`config.mk`:
```
export PLATFORM = sky130hd
export DESIGN_NAME = pipelined_output_coordinator
export DESIGN_NICKNAME = d
export VERILOG_FILES = /design/src/rtl/pipelined_output_coordinator.sv
export SDC_FILE = /design/constraint.sdc
export NUM_CORES = 1
export LEC_CHECK = 0
export ABC_AREA = 1
export CAP_MARGIN = 20
export CELL_PAD_IN_SITES_DETAIL_PLACEMENT = 1
export CELL_PAD_IN_SITES_GLOBAL_PLACEMENT = 2
export CORE_UTILIZATION = 25
export CTS_CLUSTER_DIAMETER = 60
export DETAILED_ROUTE_END_ITERATION = 10
export PLACE_DENSITY = 0.88
export SYNTH_ARGS = -nofsm -noshare
export SYNTH_HDL_FRONTEND = slang
export SYNTH_SLANG_ARGS = --single-unit
export TNS_END_PERCENT = 20
```
`constraint.sdc`:
```
create_clock -name clk -period 2.7 [get_ports clk]
set_clock_uncertainty 0.05 [all_clocks]
set_input_delay 0.405 -clock clk [delete_from_list [all_inputs] [get_ports clk]]
set_output_delay 0.405 -clock clk [all_outputs]
set_load 0.01 [all_outputs]
```
`src/rtl/pipelined_output_coordinator.sv`:
```
// pipelined_output_coordinator: ROWSxCOLS PE array that ripples block context diagonally and retires per-PE results at a fixed latency
// Ports: clk, reset (sync, active-high), stall (freezes all state)
//   in_valid/in_ready handshake with mat_size, pos_row, pos_col, channel, in_tag
//   per-PE out_valid, out_row, out_col, out_channel, out_tag (flat index i*COLS+j)
//   block_done/done_tag from the last PE, inflight block count, busy
module pipelined_output_coordinator #(
  parameter int ROWS = 4,
  parameter int COLS = 4,
  parameter int NUM_CH = 64,
  parameter int MAX_N = 512,
  parameter int MACS_PER_CYCLE = 4,
  parameter int TAG_BITS = 4,
  localparam int CH_BITS = $clog2(NUM_CH + 1),
  localparam int N_BITS = $clog2(MAX_N + 1),
  localparam int CT_BITS = $clog2((MAX_N + MACS_PER_CYCLE - 1) / MACS_PER_CYCLE + 1),
  localparam int IF_BITS = $clog2(ROWS + COLS + 1),
  localparam int P = ROWS * COLS
) (
  input  logic                          clk,
  input  logic                          reset,
  input  logic                          stall,
  input  logic                          in_valid,
  output logic                          in_ready,
  input  logic [N_BITS-1:0]             mat_size,
  input  logic [N_BITS-1:0]             pos_row,
  input  logic [N_BITS-1:0]             pos_col,
  input  logic [CH_BITS-1:0]            channel,
  input  logic [TAG_BITS-1:0]           in_tag,
  output logic [P-1:0]                  out_valid,
  output logic [P-1:0][N_BITS-1:0]      out_row,
  output logic [P-1:0][N_BITS-1:0]      out_col,
  output logic [P-1:0][CH_BITS-1:0]     out_channel,
  output logic [P-1:0][TAG_BITS-1:0]    out_tag,
  output logic                          block_done,
  output logic [TAG_BITS-1:0]           done_tag,
  output logic [IF_BITS-1:0]            inflight,
  output logic                          busy
);
  logic [P-1:0] active, start, ld;
  logic [P-1:0][CT_BITS-1:0] cnt, c, src_c;
  logic [P-1:0][N_BITS-1:0] base_row, base_col, src_row, src_col;
  logic [P-1:0][CH_BITS-1:0] ch, src_ch;
  logic [P-1:0][TAG_BITS-1:0] tag, src_tag;
  logic [N_BITS:0] sum;
  logic [CT_BITS-1:0] c_in;
  logic accept, unused_ctx;
  assign sum = {1'b0, mat_size} + (N_BITS+1)'(MACS_PER_CYCLE - 1);
  assign c_in = (mat_size == '0) ? CT_BITS'(1) : CT_BITS'(sum / (N_BITS+1)'(MACS_PER_CYCLE));
  assign in_ready = !stall && (!active[0] || cnt[0] == '0);
  assign accept = in_valid && in_ready;
  // the last PEs of each row/array never feed a neighbour, so parts of these are deliberately unread
  assign unused_ctx = ^{c, start};
  for (genvar i = 0; i < ROWS; i++) begin : g_row
    for (genvar j = 0; j < COLS; j++) begin : g_col
      localparam int K = i * COLS + j;
      if (K == 0) begin : g_head
        assign ld[K] = accept;
        assign src_c[K] = c_in;
        assign src_row[K] = pos_row;
        assign src_col[K] = pos_col;
        assign src_ch[K] = channel;
        assign src_tag[K] = in_tag;
      end else begin : g_fwd
        // column 0 is fed from the PE above, every other PE from its left neighbour
        localparam int S = (j == 0) ? K - COLS : K - 1;
        assign ld[K] = start[S];
        assign src_c[K] = c[S];
        assign src_row[K] = base_row[S];
        assign src_col[K] = base_col[S];
        assign src_ch[K] = ch[S];
        assign src_tag[K] = tag[S];
      end
      assign out_valid[K] = active[K] && cnt[K] == '0 && !stall;
      assign out_row[K] = base_row[K] + N_BITS'(i);
      assign out_col[K] = base_col[K] + N_BITS'(j);
    end
  end
  assign out_channel = ch;
  assign out_tag = tag;
  assign block_done = out_valid[P-1];
  assign done_tag = tag[P-1];
  assign busy = inflight != '0;
  always_ff @(posedge clk)
    if (reset) begin
      active <= '0;
      start <= '0;
      cnt <= '0;
      c <= '0;
      base_row <= '0;
      base_col <= '0;
      ch <= '0;
      tag <= '0;
      inflight <= '0;
    end else if (!stall) begin
      for (int k = 0; k < P; k++)
        if (ld[k]) begin
          active[k] <= 1'b1;
          start[k] <= 1'b1;
          cnt[k] <= src_c[k] - CT_BITS'(1);
          c[k] <= src_c[k];
          base_row[k] <= src_row[k];
          base_col[k] <= src_col[k];
          ch[k] <= src_ch[k];
          tag[k] <= src_tag[k];
        end else begin
          start[k] <= 1'b0;
          if (cnt[k] != '0) cnt[k] <= cnt[k] - CT_BITS'(1);
          else active[k] <= 1'b0;
        end
      inflight <= inflight + IF_BITS'(accept) - IF_BITS'(block_done);
    end
endmodule

```
# [Yosys cells after proc, flatten, opt, wreduce, memory -nomap -nowiden]
# Index checks and enable logic that the tools add are counted.
[word_totals] register_bits=638 in_bits=45 output_inout_bits=523 wordCells=374
[op_classes] n_addsub=53 eq_ne=16 mux=77 bitwise_logic=1 n_reduce_logical=132
[op_table] op="$mux W8" count=33
[op_table] op="$sub A8 B1 Y8 const B" count=26
[op_table] op="$add A10 B2 Y10 const B" count=17
[op_table] op="$logic_not A8 Y1" count=16
[op_table] op="$reduce_bool A8 Y1" count=16
[op_table] op="$reduce_and A2 Y1" count=45
[op_table] op="$add A10 B1 Y10 const B" count=8
[op_table] op="$mux W1" count=44
[op_table] op="$logic_and A1 B1 Y1" count=34
[op_table] op="$ne A2 B2 Y1 const B" count=16
[op_table] op="$reduce_bool A2 Y1" count=16
[op_table] op="$logic_not A10 Y1" count=1
[op_table] op="$add A4 B1 Y4" count=1
[op_table] op="$reduce_bool A4 Y1" count=1
[op_table] op="$sub A4 B1 Y4" count=1
[op_table] op="$logic_not A1 Y1" count=2
[op_table] op="$logic_or A1 B1 Y1" count=1
[op_table] op="$not A1 Y1" count=1

# [Depth between registers and ports, before layout]
[depth] ltp_word=6 depth_mapped=16 ltp_nobuf=16

# [Worst setup path before layout]
# Ideal clock, no wire load.
[synth_timing] path_kind="input to register" from="input stall" to="register inflight[2]" setup_ns=0.115 arrival_time_ns=2.643 required_time_ns=2.535 slack_ns=-0.108 path_stages=14 n_path_buf=3 path_cell_list="buf_4 > inv_2 > buf_2 > buf_1 > nand2_1 > nor2_1 > ha_1 > inv_1 > ha_1 > inv_1 > fa_1 > xnor2_1 > o21ai_0 > inv_1"
[synth_between] elab_cells_between_ends=6 cone_classes="add/sub: 2; reduce/logical: 4"
[synth_lines] element="start: declaration" line_no="21" source="input logic stall,"
[synth_lines] element="$logic_not A1 Y1"
[synth_lines] element="$logic_and A1 B1 Y1" line_no="73" source="assign out_valid[K] = active[K] && cnt[K] == '0 && !stall;"
[synth_lines] element="via block_done" line_no="34" source="output logic block_done,"
[synth_lines] element="$sub A4 B1 Y4" line_no="110" source="inflight <= inflight + IF_BITS'(accept) - IF_BITS'(block_done);"
[synth_lines] element="end signal: assignment" line_no="110"
[synth_lines] element="end: declaration" line_no="36" source="output logic [IF_BITS-1:0] inflight,"
# The timed path passes the listed nets, and every way through them passes these cells.
# A chain may end at the register's enable or synchronous reset.

==> results.cfg <==
[status]
status = finished, violations left
violations = setup timing

[global_route]
grtUsageMet2 = 0.3356
grt_max_degree = 91
gr-max-usage-layer = met2
gr-usage-met1 = 0.2535
grt_overflow_total = 0
grt_use_total = 0.1964
antenna_found_initial = 1
grt_pass1_vias = 22900
grt_use_met3 = 0.03512
grt_pass1_wl_microns = 142700

[synthesis]
synth_cell_types = 49
synth_edf_count = 0
synth_area_sq_um = 22960
synth_nets = 3349
synthAdderAreaFrac = 0.03084
synth-seq-cells = 419
netlist.area_leader.share = 0.3653
synth_xor_xnor_area_share = 0.07934
synthSimpleGateAreaFrac = 0.1907
synthMuxAreaShare = 0.001308
synth_area_leader_cell = dfxtp_1
synth_area_per_cell_sq_um = 7.070
yosysWarnings = 0
synth_compound_area_frac = 0.1827
yosysMostFrequentCell = nor2_1
ys_seq_area_frac = 0.3653
async_reset_ff_frac = 0
synthTopCellsByCount = nor2_1, dfxtp_1, o21ai_0
synthFlopType = dfxtp_1
synthCells = 3248
synth_top_family_by_area = simple AND/OR/NAND/NOR gates
synth_area_leaders = dfxtp_1, o21ai_0, nor2_1

[final_layout]
seq_area_sq_um = 8456
area_growth_pct = 39.42
fillerInstances = 11020
drive_above_1_share = 0.1508
multi_input_area_sq_um = 11970
fin_area_sq_um = 32010
nets = 3786

[critical_path]
crit_type = reg2out
startpoint_type = flop
critPathCaptureType = primary output
cp.required_ns = 2.25
cp.arrival_ns = 2.34
r2r-end = cnt[14]
r2r_slack_ns = 0.14
r2r_start = cnt[8]
critPathMaxFanout = 2
reg2reg_depth = 19

[min_path]
hold_end = base_row[42]
min_path_type = in2reg
holdPathStages = 4
hp-start = reset

[timing]
layout_setup_ws_ns = -0.09639
rsz0062_at_grt = true
layout_min_cycle_time_ns = 2.796
setup_viol = 4
slew_violations = 0
period_share = 1.036
relSlewSlack = 0.3409
hold_viol_final = 0
clock.fmax_ghz = 0.3576
worstMarginPinSlew_ns = 0.9886
tns_ns = -0.1672

[job]
drv_cap = 0

[floorplan]
ios = 568
rows = 110
placeableCoreArea_sq_um = 90560
die_h_microns = 305.1
floorplan.initialDensity = 0.2536
fp.dieW_microns = 305.1
dieArea_sq_um = 93060

[place]
place_area_sq_um = 29050
pre_cts_ws_ns = 0.1362
gp_congestion = 0.8894
post-dp-hpwl_microns = 69460
portBuffers = 567

[clocking]
cts_hold_buf = 0
htreeDepth = 2
clk_latency_ns = 0.62
cts.reportedPaths.clkPinSlew_ns = 0.06
numClockSinks = 419
tritoncts = done
cts_buffers = 57
root_buffer = clkbuf_16
clk_path_buf_depth = 3

[routing]
num_vias = 23030
firstDrtPassIters = 4
routed_wl_microns = 94620
viasPerCell = 4.689
ant_nets = 0
route.detailed.drc = 0
wire_per_inst_microns = 19.26
drt_iter0_markers = 1056

[power_and_ir_drop]
p_total_mw = 19.62
p_per_area_nw_per_um2 = 612.8
p_leak_nw = 14.23
peakVddDrop_mv = 0.6115
-- power breakdown --
part | leakage [nW] | switching [mW] | total (mW) | internal, mW
sequential | 3.44 | 0.559 | 7.30 | 6.75
combinational | 9.85 | 2.57 | 4.52 | 1.95
clock | 0.941 | 3.21 | 7.79 | 4.58
total | 14.2 | 6.34 | 19.6 | 13.3
-- logic make-up (layout without fill, tap and decap cells) --
group,Yosys count,after routing
mux,3,3
fa+ha+maj,56,56
simple gates,1055,1055
buf+inv,706,1192
other cells,0,2
compound gates,801,801
xor+xnor,208,208
flops,419,419
-- final cells by class --
type	instances	area share
Clock buffer	78	0.05108
Sequential cell	419	0.2641
Inverter	359	0.04256
Multi-Input combinational cell	2123	0.3737
Timing Repair Buffer	725	0.2128
Tap cell	1176	0.04596
Antenna cell	2	0.0001563
Clock inverter	30	0.009536
-- cell usage in the layout, fill, tap and decap left out, types with 20 or more instances in the layout --
cell type        netlist  layout
o211ai_1              22      22
inv_1                333     308
dlymetal6s2s_1         0      20
buf_4                198     145
clkbuf_16              0      57
nor3_2                 3      27
inv_2                 23      45
nor2_2                 9      31
a31oi_1               43      43
dlygate4sd2_1          0      93
xnor2_1               44      40
xor2_1               164     153
dfxtp_1              419     377
o21ai_0              415     413
nor2_1               471     437
clkdlybuf4s50_1        0     409
ha_1                  55      32
a21oi_1              273     264
o21ai_1               24      26
nor3_1                49      20
dfxtp_2                0      36
nand3_1               91      87
nand2_1              369     358
-- worst max-delay path: stages, from the launching register on --
cell     delay [ns]
dfxtp_2        0.35
ha_4           0.16
nand2_4        0.05
or3_4          0.42
nor3_4         0.20
xor2_2         0.18
buf_4          0.14
nand2_4        0.05
nand2_2        0.06
buf_6          0.09
-- state kept, by name (all words and copies together) (netlist names) --
signal / cells
active: 16
inflight: 4
done_tag: 4
base_row: 70
out_channel: 49
start: 6
cnt: 128
base_col: 70
out_tag: 24
c: 48
-- what timing repair did --
action                                  4_1_cts  5_1_grt
pin swaps                                    35       42
gates resized for setup                     360      142
buffers inserted                             32       17
endpoints found under the setup margin      167       93
-- worst max path at each step --
stage | slack [ns] | to | start
6_report | -0.1 | out_col[59] | base_col[22]
5_1_grt | -0.22 | out_col[59] | base_col[22]
4_1_cts | -0.28 | out_row[86] | base_row[22]
3_5_place_dp | 0.14 | inflight[2] | cnt[123]
3_3_place_gp | 0.16 | cnt[7] | in_valid
2_1_floorplan | 0.08 | inflight[2] | stall
-- metrics by stage --
stage	utilization	hold slack, ns	std cells
2_1_floorplan	-	0.3858	3248
3_3_place_gp	0.3207	0.3960	4757
3_5_place_dp	0.3207	0.4051	4757
4_1_cts	0.3489	0.1540	4895
5_1_grt	0.3535	0.2104	4911
6_report	0.3535	0.1931	4912
-- routing by layer --
layer / vias to the layer above / wire length [microns]
li1: 11200 / -
met1: 11230 / 42950
met5: - / 0
met2: 493 / 45320
met4: 0 / 1974
met3: 110 / 4386
Power figures use the tool's default switching activity.
